File: src/rtl/mem_port_arbiter_pkg.sv
// Shared types and defaults for the instruction/data memory port arbiter.
//   ADDR_W_DEF / DATA_W_DEF : default memory word-address and data widths
//   grant_e                 : which requester owns the memory port this cycle
//   slot_state_e            : occupancy of a one-entry response slot
package mem_port_arbiter_pkg;

  localparam int unsigned ADDR_W_DEF = 16;
  localparam int unsigned DATA_W_DEF = 32;

  typedef enum logic [1:0] {
    GNT_NONE,
    GNT_IF,
    GNT_LS
  } grant_e;

  typedef enum logic {
    SLOT_EMPTY,
    SLOT_FULL
  } slot_state_e;

endpackage

File: src/rtl/mem_port_rsp_slot.sv
// One-entry registered response slot with valid/ready back-pressure.
// Ports:
//   clk, rst_n  : clock, asynchronous active-low reset
//   load        : capture load_data this edge (slot must be free)
//   load_data   : response word to capture
//   rsp_ready   : consumer takes the held response
//   rsp_valid   : a response is held
//   rsp_data    : held response word
//   free        : slot can accept a load this cycle (empty, or draining now)
module mem_port_rsp_slot
  import mem_port_arbiter_pkg::*;
#(
  parameter int unsigned DATA_W = DATA_W_DEF
) (
  input  logic              clk,
  input  logic              rst_n,
  input  logic              load,
  input  logic [DATA_W-1:0] load_data,
  input  logic              rsp_ready,
  output logic              rsp_valid,
  output logic [DATA_W-1:0] rsp_data,
  output logic              free
);

  slot_state_e state_q, state_d;

  always_ff @(posedge clk or negedge rst_n) begin
    if (!rst_n) begin
      state_q <= SLOT_EMPTY;
    end else begin
      state_q <= state_d;
    end
  end

  always_comb begin
    state_d = state_q;
    case (state_q)
      SLOT_EMPTY: if (load) state_d = SLOT_FULL;
      SLOT_FULL:  if (rsp_ready && !load) state_d = SLOT_EMPTY;
      default:    state_d = SLOT_EMPTY;
    endcase
  end

  always_ff @(posedge clk or negedge rst_n) begin
    if (!rst_n) begin
      rsp_data <= '0;
    end else if (load) begin
      rsp_data <= load_data;
    end
  end

  assign rsp_valid = (state_q == SLOT_FULL);
  assign free      = (state_q == SLOT_EMPTY) || rsp_ready;

endmodule

File: src/rtl/mem_port_arbiter.sv
// Arbitrates the single-ported instruction/data memory between instruction
// fetch (IF) and the load/store unit (LS). At most one access is granted per
// cycle; LS has priority unless IF has been denied STARVE_MAX consecutive
// eligible cycles. Each result returns one cycle later through a registered,
// back-pressurable response slot per requester.
// Optional build macro: MEM_PORT_ARBITER_STATS_EN adds 32-bit wrapping
// counters stat_if_grants, stat_ls_grants and stat_if_stall.
// Ports:
//   clk, rst_n                         : clock, asynchronous active-low reset
//   if_req_valid/if_req_ready/if_addr  : IF read request
//   if_rsp_valid/if_rsp_ready/if_rsp_data : IF response
//   ls_req_valid/ls_req_ready/ls_we/ls_addr/ls_wdata : LS request
//   ls_rsp_valid/ls_rsp_ready/ls_rsp_data : LS response (0 data for write ack)
//   mem_wen/mem_ren/mem_waddr/mem_raddr/mem_wdata : memory drive
//   mem_rdata                          : combinational read data
module mem_port_arbiter
  import mem_port_arbiter_pkg::*;
#(
  parameter int unsigned ADDR_W     = ADDR_W_DEF,
  parameter int unsigned DATA_W     = DATA_W_DEF,
  parameter int unsigned STARVE_MAX = 4
) (
  input  logic              clk,
  input  logic              rst_n,
  input  logic              if_req_valid,
  output logic              if_req_ready,
  input  logic [ADDR_W-1:0] if_addr,
  output logic              if_rsp_valid,
  input  logic              if_rsp_ready,
  output logic [DATA_W-1:0] if_rsp_data,
  input  logic              ls_req_valid,
  output logic              ls_req_ready,
  input  logic              ls_we,
  input  logic [ADDR_W-1:0] ls_addr,
  input  logic [DATA_W-1:0] ls_wdata,
  output logic              ls_rsp_valid,
  input  logic              ls_rsp_ready,
  output logic [DATA_W-1:0] ls_rsp_data,
  output logic              mem_wen,
  output logic              mem_ren,
  output logic [ADDR_W-1:0] mem_waddr,
  output logic [ADDR_W-1:0] mem_raddr,
  output logic [DATA_W-1:0] mem_wdata,
  input  logic [DATA_W-1:0] mem_rdata
`ifdef MEM_PORT_ARBITER_STATS_EN
  ,
  output logic [31:0]       stat_if_grants,
  output logic [31:0]       stat_ls_grants,
  output logic [31:0]       stat_if_stall
`endif
);

  localparam int unsigned CNT_W = $clog2(STARVE_MAX + 1);
  localparam logic [CNT_W-1:0] CNT_MAX = CNT_W'(STARVE_MAX);

  logic [CNT_W-1:0] starve_cnt;
  grant_e           grant;
  logic             if_free, ls_free;
  logic             if_elig, ls_elig;
  logic [DATA_W-1:0] ls_load_data;

  assign if_elig = if_req_valid && if_free;
  assign ls_elig = ls_req_valid && ls_free;

  // Grant is forced to none while reset is held so no memory write can be
  // committed by an edge that occurs during reset.
  always_comb begin
    grant = GNT_NONE;
    if (!rst_n) begin
      grant = GNT_NONE;
    end else if (if_elig && ls_elig) begin
      grant = (starve_cnt == CNT_MAX) ? GNT_IF : GNT_LS;
    end else if (if_elig) begin
      grant = GNT_IF;
    end else if (ls_elig) begin
      grant = GNT_LS;
    end
  end

  assign if_req_ready = (grant == GNT_IF);
  assign ls_req_ready = (grant == GNT_LS);

  always_comb begin
    mem_wen   = 1'b0;
    mem_ren   = 1'b0;
    mem_waddr = '0;
    mem_raddr = '0;
    mem_wdata = '0;
    case (grant)
      GNT_IF: begin
        mem_ren   = 1'b1;
        mem_raddr = if_addr;
      end
      GNT_LS: begin
        if (ls_we) begin
          mem_wen   = 1'b1;
          mem_waddr = ls_addr;
          mem_wdata = ls_wdata;
        end else begin
          mem_ren   = 1'b1;
          mem_raddr = ls_addr;
        end
      end
      default: ;
    endcase
  end

  always_ff @(posedge clk or negedge rst_n) begin
    if (!rst_n) begin
      starve_cnt <= '0;
    end else if (if_req_ready) begin
      starve_cnt <= '0;
    end else if (if_elig && (starve_cnt != CNT_MAX)) begin
      starve_cnt <= starve_cnt + 1'b1;
    end
  end

  assign ls_load_data = ls_we ? '0 : mem_rdata;

  mem_port_rsp_slot #(.DATA_W(DATA_W)) u_if_slot (
    .clk       (clk),
    .rst_n     (rst_n),
    .load      (if_req_ready),
    .load_data (mem_rdata),
    .rsp_ready (if_rsp_ready),
    .rsp_valid (if_rsp_valid),
    .rsp_data  (if_rsp_data),
    .free      (if_free)
  );

  mem_port_rsp_slot #(.DATA_W(DATA_W)) u_ls_slot (
    .clk       (clk),
    .rst_n     (rst_n),
    .load      (ls_req_ready),
    .load_data (ls_load_data),
    .rsp_ready (ls_rsp_ready),
    .rsp_valid (ls_rsp_valid),
    .rsp_data  (ls_rsp_data),
    .free      (ls_free)
  );

`ifdef MEM_PORT_ARBITER_STATS_EN
  always_ff @(posedge clk or negedge rst_n) begin
    if (!rst_n) begin
      stat_if_grants <= '0;
      stat_ls_grants <= '0;
      stat_if_stall  <= '0;
    end else begin
      if (if_req_valid && if_req_ready)  stat_if_grants <= stat_if_grants + 32'd1;
      if (ls_req_valid && ls_req_ready)  stat_ls_grants <= stat_ls_grants + 32'd1;
      if (if_req_valid && !if_req_ready) stat_if_stall  <= stat_if_stall + 32'd1;
    end
  end
`endif

endmodule

File: config.mk
export PLATFORM = sky130hd
export DESIGN_NAME = mem_port_arbiter
export DESIGN_NICKNAME = d
export VERILOG_FILES = /design/src/rtl/mem_port_arbiter_pkg.sv /design/src/rtl/mem_port_rsp_slot.sv /design/src/rtl/mem_port_arbiter.sv
export SDC_FILE = /design/constraint.sdc
export NUM_CORES = 1
export LEC_CHECK = 0
export CAP_MARGIN = 20
export CORE_MARGIN = 2
export CORE_UTILIZATION = 35
export CTS_CLUSTER_SIZE = 24
export DETAILED_ROUTE_END_ITERATION = 12
export PLACE_DENSITY = 0.81
export SLEW_MARGIN = 20
export SYNTH_ARGS = -nofsm -noshare
export SYNTH_HDL_FRONTEND = slang
export SYNTH_SLANG_ARGS = --single-unit
File: constraint.sdc
create_clock -name clk -period 3.1 [get_ports clk]
set_input_delay 0.775 -clock clk [delete_from_list [all_inputs] [get_ports clk]]
set_output_delay 0.775 -clock clk [all_outputs]
set_load 0.05 [all_outputs]
Yosys cells after proc, flatten, opt, wreduce, memory -nomap -nowiden
Cells that the tools add are included.

Register bits after elaboration: 69. Output and inout bits: 134.

Muxes and demuxes: 24. Add/subtract/negate cells: 1. Bitwise gates (word level): 2. Equality and inequality tests: 4. Reductions and logical operators: 11.

Operators by type and width (number): two-way mux 32 bit (3); two-way mux 16 bit (3); one-hot mux 16 bit (2 select lines) (1); two-way mux 2 bit (5); two-way mux 1 bit (7); logical AND 1 bit (6); two-way mux 3 bit (2); one-hot mux 1 bit (2 select lines) (3); adder 3 x 1 -> 3 bit, second input constant (1); equality test 3 bit, second input constant (1); inequality test 3 bit, second input constant (1); equality test 2 x 1 -> 1 bit, second input constant (1); equality test 2 bit, second input constant (1); logical NOT 1 bit (2); logical OR 1 bit (2); inverter 1 bit (2); nonzero test 2 bit (1).

Longest topological paths before layout
Gate-level depths: netlist of the first run.

Word-level depth: 12. Gate-level depth with buffers: 10. Gate-level depth less buffers: 8.

Cells and area by module
A second synthesis of the first run with hierarchy kept.

Cells, all modules: 304. Area total of the unflattened synthesis: 3905.0 um^2.

Modules (own cells, without submodules): mem_port_rsp_slot (area each 1378.8 um^2, instances 2, cells each 71); mem_port_arbiter (area each 1147.4 um^2, instances 1, cells each 162).

Least setup slack after synthesis of the first run
Ideal clock, no wire load.

Path type: in2out. From: input port ls_rsp_ready. To: output port mem_raddr[12]. Buffers on the path: 2. Stages on the path: 9. Data required time: 2325 ps. Data arrival time: 3004 ps. Setup slack: -679 ps. Cells stage by stage: inv_1 > a21boi_0 > o211a_1 > ha_1 > nor2b_1 > buf_4 > buf_6 > a22oi_1 > nor2_1.

Word-level cells in the longest chain between the ends: 8. Elaborated cells on any way between the ends: 10.

Ends and longest elaborated chain: start: declaration (line mem_port_arbiter.sv:37) `input logic ls_rsp_ready,`; logical OR 1 bit (*) (line mem_port_rsp_slot.sv:53) `assign free = (state_q == SLOT_EMPTY) || rsp_ready;`; logical AND 1 bit (*) (line mem_port_arbiter.sv:63) `assign ls_elig = ls_req_valid && ls_free;`; two-way mux 2 bit (line mem_port_arbiter.sv:75) `end else if (ls_elig) begin`; two-way mux 2 bit (line mem_port_arbiter.sv:73) `end else if (if_elig) begin`; two-way mux 2 bit (*) (line mem_port_arbiter.sv:71) `end else if (if_elig && ls_elig) begin`; two-way mux 2 bit (*) (line mem_port_arbiter.sv:69) `if (!rst_n) begin`; equality test 2 bit (*); via ls_req_ready (line mem_port_arbiter.sv:32) `output logic ls_req_ready,`; one-hot mux 16 bit (2 select lines) (*) (line mem_port_arbiter.sv:89) `case (grant)`; end: declaration (line mem_port_arbiter.sv:42) `output logic [ADDR_W-1:0] mem_raddr,`.

The timed path passes the listed nets; every way through them passes the cells marked *.

Final worst setup path of the first run
From: input port if_rsp_ready. To: output port mem_raddr[3].

Word-level cells in the longest chain between the ends: 7. Elaborated cells on any way between the ends: 9.

Ends and longest elaborated chain: start: declaration (line mem_port_arbiter.sv:29) `input logic if_rsp_ready,`; logical OR 1 bit (*) (line mem_port_rsp_slot.sv:53); logical AND 1 bit (*) (line mem_port_arbiter.sv:62) `assign if_elig = if_req_valid && if_free;`; two-way mux 2 bit or logical AND 1 bit (tied branches) (line mem_port_arbiter.sv:73, mem_port_arbiter.sv:71); two-way mux 2 bit (*) (line mem_port_arbiter.sv:71); two-way mux 2 bit (*) (line mem_port_arbiter.sv:69); equality test 2 bit or equality test 2 x 1 -> 1 bit (tied branches) (line mem_port_arbiter.sv:89); one-hot mux 16 bit (2 select lines) (*) (line mem_port_arbiter.sv:89).

Every way passes the cells marked *; elsewhere a longest branch is shown, timed or not.

==> results_dict.tcl, run 1 <==
set metrics [dict create \
    ys_top_cells_by_area "dfrtp_1 51%, mux2_2 11%, and3_1 9.0%" \
    placed_area_mm2 0.00678 \
    power_frac_seq_pct 26.9 \
    first_pass_iters 4 \
    fin_area_mm2 0.00715 \
    cp.arrival_ns 2.30 \
    synth_edf_count 0 \
    slowest_stage "a22oi_2" \
    leakage_nw 3.04 \
    grt_overflow_total 0 \
    synth_top_flop_cell "dfrtp_1" \
    status "completed" \
    synth-async-reset-ratio_pct 100 \
    htree_levels 3 \
    syn_avg_cell_area_um2 9.97 \
    finalWeightedCongestion 0.768 \
    post-route-min-period_ns 3.08 \
    ant_nets 0 \
    fin_skew_ns 0.00816 \
    setup_tns_ns 0 \
    fin_util_pct 76.6 \
    path_clk_slew_ns 0.08 \
    synth_fp_nets 448 \
    p_int_mw 2.82 \
    dieArea_mm2 0.0105 \
    root_buffer "clkbuf_8" \
    cts.sinks 69 \
    netlist_instances 340 \
    grtUsageTotal_pct 24.9 \
    yosys.area.top_type "dfrtp_1" \
    yosys_warnings 0 \
    wl_um 13000 \
    synthToLayoutAreaGrowth_pct 111 \
    start_kind "input port" \
    ys_ff_latch 69 \
    comb_power_share_pct 60.7 \
    synth_common_cells "69 x dfrtp_1, 49 x and3_1, 35 x inv_1" \
    port-buffer-count 236 \
    crit_fanout 5 \
    drc_errors 0 \
    yosysMostFrequentCell "dfrtp_1" \
    relSlewSlack_pct 49.7 \
    synth.distinct_cells 32 \
    antennaDiodeCount 0 \
    fp.dieW_um 102 \
    wl_per_cell_um 18.1 \
    maxCapViolations 0 \
    ys_seq_area_share_pct 50.9 \
    setup_viol 0 \
    grt_pass1_wl_um 19800 \
    vias 3559 \
    cts-buffers-inserted 9 \
    via_per_inst 4.94 \
    crit_family "buffers and inverters" \
    path_buf_inv 3 \
    rsz0062_at_grt "true" \
    grt_pass1_vias 3819 \
    hold_path.class "in2async" \
    final_max_slew_viol_count 0 \
    io_pins 237 \
    cts_tree "done" \
    hold_viol 0 \
    core_area_mm2 0.00933 \
    path_cells "dlygate4sd2_1, nand2b_4, nand3_2, a21o_1, ha_4, nor2b_4, buf_6, a22oi_2, nor2_4, buf_12" \
    grt_antenna_before_repair 0 \
    grt_max_degree 63 \
    worstPathRequired_ns 2.32 \
    dpl.hpwl_um 10000 \
    period_share_pct 99.3 \
    critPathCaptureType "output port" \
    drive_above_1_share_pct 34.3 \
    die_y_um 102 \
    crit_type "in2out" \
    ir_drop_mv 0.433 \
    drt_iter0_markers 96 \
    cts_buffer_depth 2 \
    row_count 35 \
    synth.top_cell.area_share_pct 50.9 \
    start_util_pct 36.3 \
    switching_share_pct 48.4 \
    fillerInstances 589 \
    pwr-share-clk_pct 12.4 \
    postCtsHoldBufs 0 \
    finalPower_mw 5.47 \
    power_density_mw_per_mm2 765 \
    power.switching_mw 2.65 \
    max_freq_ghz 0.325 \
    clk_latency_ns 0.34 \
    tightest_slew_ns 0.755 \
    num-nets-final 695 \
    netlist_area_mm2 0.00339 \
    cpPeakStageDelay_ns 0.23 \
]
## metal layers
metal	share of wire [%]	wire length, um	GRT usage (%)	vias to the layer above
li1	-	-	-	1636
met1	35	4560	26.4	1703
met2	53	6950	45.3	184
met3	7.6	989	7.11	36
met4	4.0	518	11.9	0
met5	0	0	0	-
## stage by stage
step	hold slack (ns)	setup slack [ns]	instances
floorplan	0.479	0.0198	340
global placement	0.489	-0.321	698
detailed placement	0.495	-0.369	698
CTS	0.412	0.0111	719
global route	0.442	-0.0718	721
finish	0.451	0.0215	721
## power by group through the flow
stage | sequential [mW] | clock (mW) | combinational (mW)
2_1_floorplan | 2.69 | 0 | 0.758
3_3_place_gp | 1.46 | 0 | 3.20
3_5_place_dp | 1.49 | 0 | 3.27
4_1_cts | 1.48 | 0.691 | 3.31
5_1_grt | 1.52 | 0.732 | 3.46
6_report | 1.47 | 0.678 | 3.32
## worst paths after layout
check	from	end	slack (ns)	depth (start not counted)
min in group clk	u_ls_slot.rsp_data[15]$_DFFE_PN0N_	u_ls_slot.rsp_data[15]$_DFFE_PN0N_	0.51	2
worst min register to register	u_ls_slot.rsp_data[15]$_DFFE_PN0N_	u_ls_slot.rsp_data[15]$_DFFE_PN0N_	0.51	2
worst max-delay path	if_rsp_ready	mem_raddr[3]	0.02	10
worst min-delay path	rst_n	starve_cnt[1]$_DFFE_PN0P_	0.45	2
max in group asynchronous	rst_n	u_if_slot.rsp_data[6]$_DFFE_PN0N_	1.88	2
worst max register to register	starve_cnt[0]$_DFFE_PN0P_	u_ls_slot.rsp_data[29]$_DFFE_PN0N_	0.60	12
## layout make-up
cell class	instances	area, um2	area share [%]
multi-input combinational	209	1660	23.3
tap	129	161	2.26
clock inverter	7	58.8	0.823
inverter	35	131	1.84
timing repair buffer	263	3280	45.9
sequential	69	1730	24.2
clock buffer	9	124	1.73
## logic make-up (layout without fill, tap and decap cells)
logic type               Yosys count  after routing  share of synthesized area, %
adder cells (fa/ha/maj)            5              5                          1.85
multiplexers                      33             33                          11.0
AND/OR/NAND/NOR                  114            114                          17.4
flip-flops                        69             69                          50.9
AO/OA/AOI/OAI                     57             57                          10.3
buffers and inverters             62            314                          8.60
## placed cells by master (no fill, tap or decap), drive strengths merged, types with 2 or more instances in the layout
master / count
nor2b: 4
buf: 96
nand2: 35
mux2: 33
nand2b: 2
clkinvlp: 4
nor2: 20
ha: 5
a22oi: 16
clkdlybuf4s15: 2
inv: 38
clkbuf: 10
clkdlybuf4s50: 163
and3: 50
o21ai: 32
dfrtp: 69
## registers in the layout, summed over array words and instances, names as in the netlist
signal	cells
u_ls_slot.rsp_data	32
starve_cnt	3
u_if_slot.rsp_data	32
u_ls_slot.rsp_valid	1
u_if_slot.rsp_valid	1
## timing repair
action                                  in CTS  in global routing
pin swaps                                    7                  7
setup buffers                                4                  3
endpoints found under the setup margin      67                 42
cloned                                       1                  0
resized for setup                           28                 12
Note: power is estimated with default switching activity, not from simulation.
==> run 2, diff against run 1 <==
--- a/config.mk
+++ b/config.mk
@@ -5,12 +5,12 @@
 export SDC_FILE = /design/constraint.sdc
 export NUM_CORES = 1
 export LEC_CHECK = 0
-export CAP_MARGIN = 20
+export CAP_MARGIN = 15
 export CORE_MARGIN = 2
-export CORE_UTILIZATION = 35
+export CORE_UTILIZATION = 38
 export CTS_CLUSTER_SIZE = 24
 export DETAILED_ROUTE_END_ITERATION = 12
-export PLACE_DENSITY = 0.81
+export PLACE_DENSITY = 0.87
 export SLEW_MARGIN = 20
 export SYNTH_ARGS = -nofsm -noshare
 export SYNTH_HDL_FRONTEND = slang
==> constraint.sdc (replaced) <==
create_clock -name clk -period 3.56 [get_ports clk]
set_input_delay 0.89 -clock clk [delete_from_list [all_inputs] [get_ports clk]]
set_output_delay 0.89 -clock clk [all_outputs]
set_load 0.05 [all_outputs]
==> results_dict.tcl, run 2 (synthesized netlist as in run 1, its figures left out) <==
set metrics [dict create \
    leakage_nw 3.08 \
    path_clk_slew_ns 0.07 \
    post-route-min-period_ns 3.46 \
    port-buffer-count 236 \
    clk_latency_ns 0.34 \
    vias 3619 \
    worstHoldStart "u_if_slot.rsp_data[21]$_DFFE_PN0N_" \
    via_per_inst 5.17 \
    setup_tns_ns 0 \
    drc_errors 0 \
    core_area_mm2 0.00868 \
    fin_skew_ns 0.0145 \
    grtUsageTotal_pct 27.5 \
    status "completed" \
    num-nets-final 695 \
    setup_viol 0 \
    grt_pass1_wl_um 21000 \
    hold_path_end "u_if_slot.rsp_data[21]$_DFFE_PN0N_" \
    cts_buffer_depth 2 \
    hold_path.class "reg2reg" \
    grt_max_degree 57 \
    crit_type "in2out" \
    hold_path_depth 1 \
    cp.arrival_ns 2.57 \
    gr-usage-met1_pct 30.9 \
    start_kind "input port" \
    fp.dieW_um 98.4 \
    rr_endpoint "u_ls_slot.rsp_data[24]$_DFFE_PN0N_" \
    r2r_start "starve_cnt[0]$_DFFE_PN0P_" \
    period_share_pct 97.2 \
    critPathCaptureType "output port" \
    ff2ff_setup_slack_ns 0.94 \
    dieArea_mm2 0.00969 \
    timing.hold.ws_ns 0.510 \
    tightest_slew_ns 0.683 \
    crit_fanout 8 \
    grt_pass1_vias 3866 \
    ant_nets 0 \
    row_count 34 \
    grt_antenna_before_repair 0 \
    max_freq_ghz 0.289 \
    synthToLayoutAreaGrowth_pct 110 \
    start_util_pct 39.1 \
    cts.sinks 69 \
    maxCapViolations 0 \
    final_max_slew_viol_count 0 \
    die_y_um 98.4 \
    cts-buffers-inserted 9 \
    ir_drop_mv 0.348 \
    cts_tree "done" \
    wl_um 14200 \
    first_pass_iters 4 \
    io_pins 237 \
    power_density_mw_per_mm2 685 \
    htree_levels 3 \
    worstPathRequired_ns 2.67 \
    top_usage_layer "met2" \
    hold_viol 0 \
    wl_per_cell_um 20.3 \
    finalWeightedCongestion 0.785 \
    root_buffer "clkbuf_8" \
    drt_iter0_markers 140 \
    grt_overflow_total 0 \
    antennaDiodeCount 0 \
    dpl.hpwl_um 10000 \
    use_met3_pct 6.95 \
    largestRegisters "u_if_slot.rsp_data (32), u_ls_slot.rsp_data (32), starve_cnt (3)" \
    drive_above_1_share_pct 33.8 \
    mostFrequentLayoutCells "163 x clkdlybuf4s50_1, 70 x buf_12, 69 x dfrtp_1" \
    reg2regPathDepth 12 \
    relSlewSlack_pct 54.4 \
    mostFrequentLayoutCell "clkdlybuf4s50_1" \
    use_met2_pct 50.5 \
]
[run 2: cell count changes in the layout (fill, tap and decap cells not counted), moves of 2 or more]
| cell | before | now |
|---|---|---|
| clkinvlp_4 | 4 | 1 |
| nor2_2 | 0 | 8 |
| bufinv_16 | 0 | 2 |
| dlygate4sd2_1 | 1 | 3 |
| nor2_4 | 17 | 10 |
| clkdlybuf4s15_1 | 2 | 0 |
[run 2: layout make-up]
type                    count  area, um2
clock inverters             7        105
repair buffers            263       3290
multi-input cells         209       1620
clock buffers               9        124
inverters                  35        131
well taps                 108        135
flip-flops and latches     69       1730
fillers                   466       1550
[run 2: how the worst max path moves through the flow]
stage | depth (start not counted) | slack (ns) | from | end
6_report | 11 | 0.1 | ls_rsp_ready | mem_raddr[9]
2_1_floorplan | 7 | 0.002 | ls_rsp_ready | mem_raddr[11]
4_1_cts | 10 | -0.05 | if_rsp_ready | mem_raddr[11]
3_5_place_dp | 11 | -0.22 | ls_rsp_ready | mem_raddr[2]
3_3_place_gp | 11 | -0.16 | ls_rsp_ready | mem_raddr[15]
5_1_grt | 11 | -0.01 | ls_rsp_ready | mem_raddr[4]
[run 2: timing repair]
| item | in CTS | in global routing |
|---|---|---|
| setup buffers | 2 | 2 |
| cloned | 1 | 1 |
| gates resized for setup | 21 | 12 |
| pin swaps | 7 | 6 |
| setup endpoints to repair | 65 | 21 |
| hold buffers | 0 | 0 |
[run 2: worst max-delay path, cell delays in order]
cell	delay, ns
dlygate4sd2_1	0.22
inv_1	0.06
a21boi_2	0.12
buf_4	0.12
o211a_1	0.22
ha_4	0.16
nor2b_4	0.18
buf_6	0.18
a22oi_2	0.08
nor2_2	0.17
buf_12	0.16
[run 2: per-layer routing]
layer / vias up / routed length (um)
met2: 199 / 7760
met4: 0 / 437
li1: 1639 / -
met5: - / 0
met3: 33 / 967
met1: 1748 / 5050
[run 2: power by group]
group          total (mW)  internal (mW)  leakage [nW]  switching (mW)
sequential           1.29           1.10         0.855           0.187
combinational        2.86           1.07          2.11            1.80
clock               0.728          0.405         0.112           0.323
[run 2: through the flow]
| step | util [%] | instance area [um2] | total power [mW] | setup slack, ns | cells |
|---|---|---|---|---|---|
| 2_1_floorplan | - | 3500 | 2.97 | 0.00233 | 340 |
| 3_3_place_gp | 77.2 | 6700 | 4.02 | -0.163 | 678 |
| 5_1_grt | 82.1 | 7130 | 5.07 | -0.00992 | 700 |
| 6_report | 82.1 | 7130 | 4.88 | 0.0991 | 700 |
| 4_1_cts | 80.9 | 7020 | 4.86 | -0.0477 | 697 |
| 3_5_place_dp | 77.2 | 6700 | 4.11 | -0.217 | 678 |
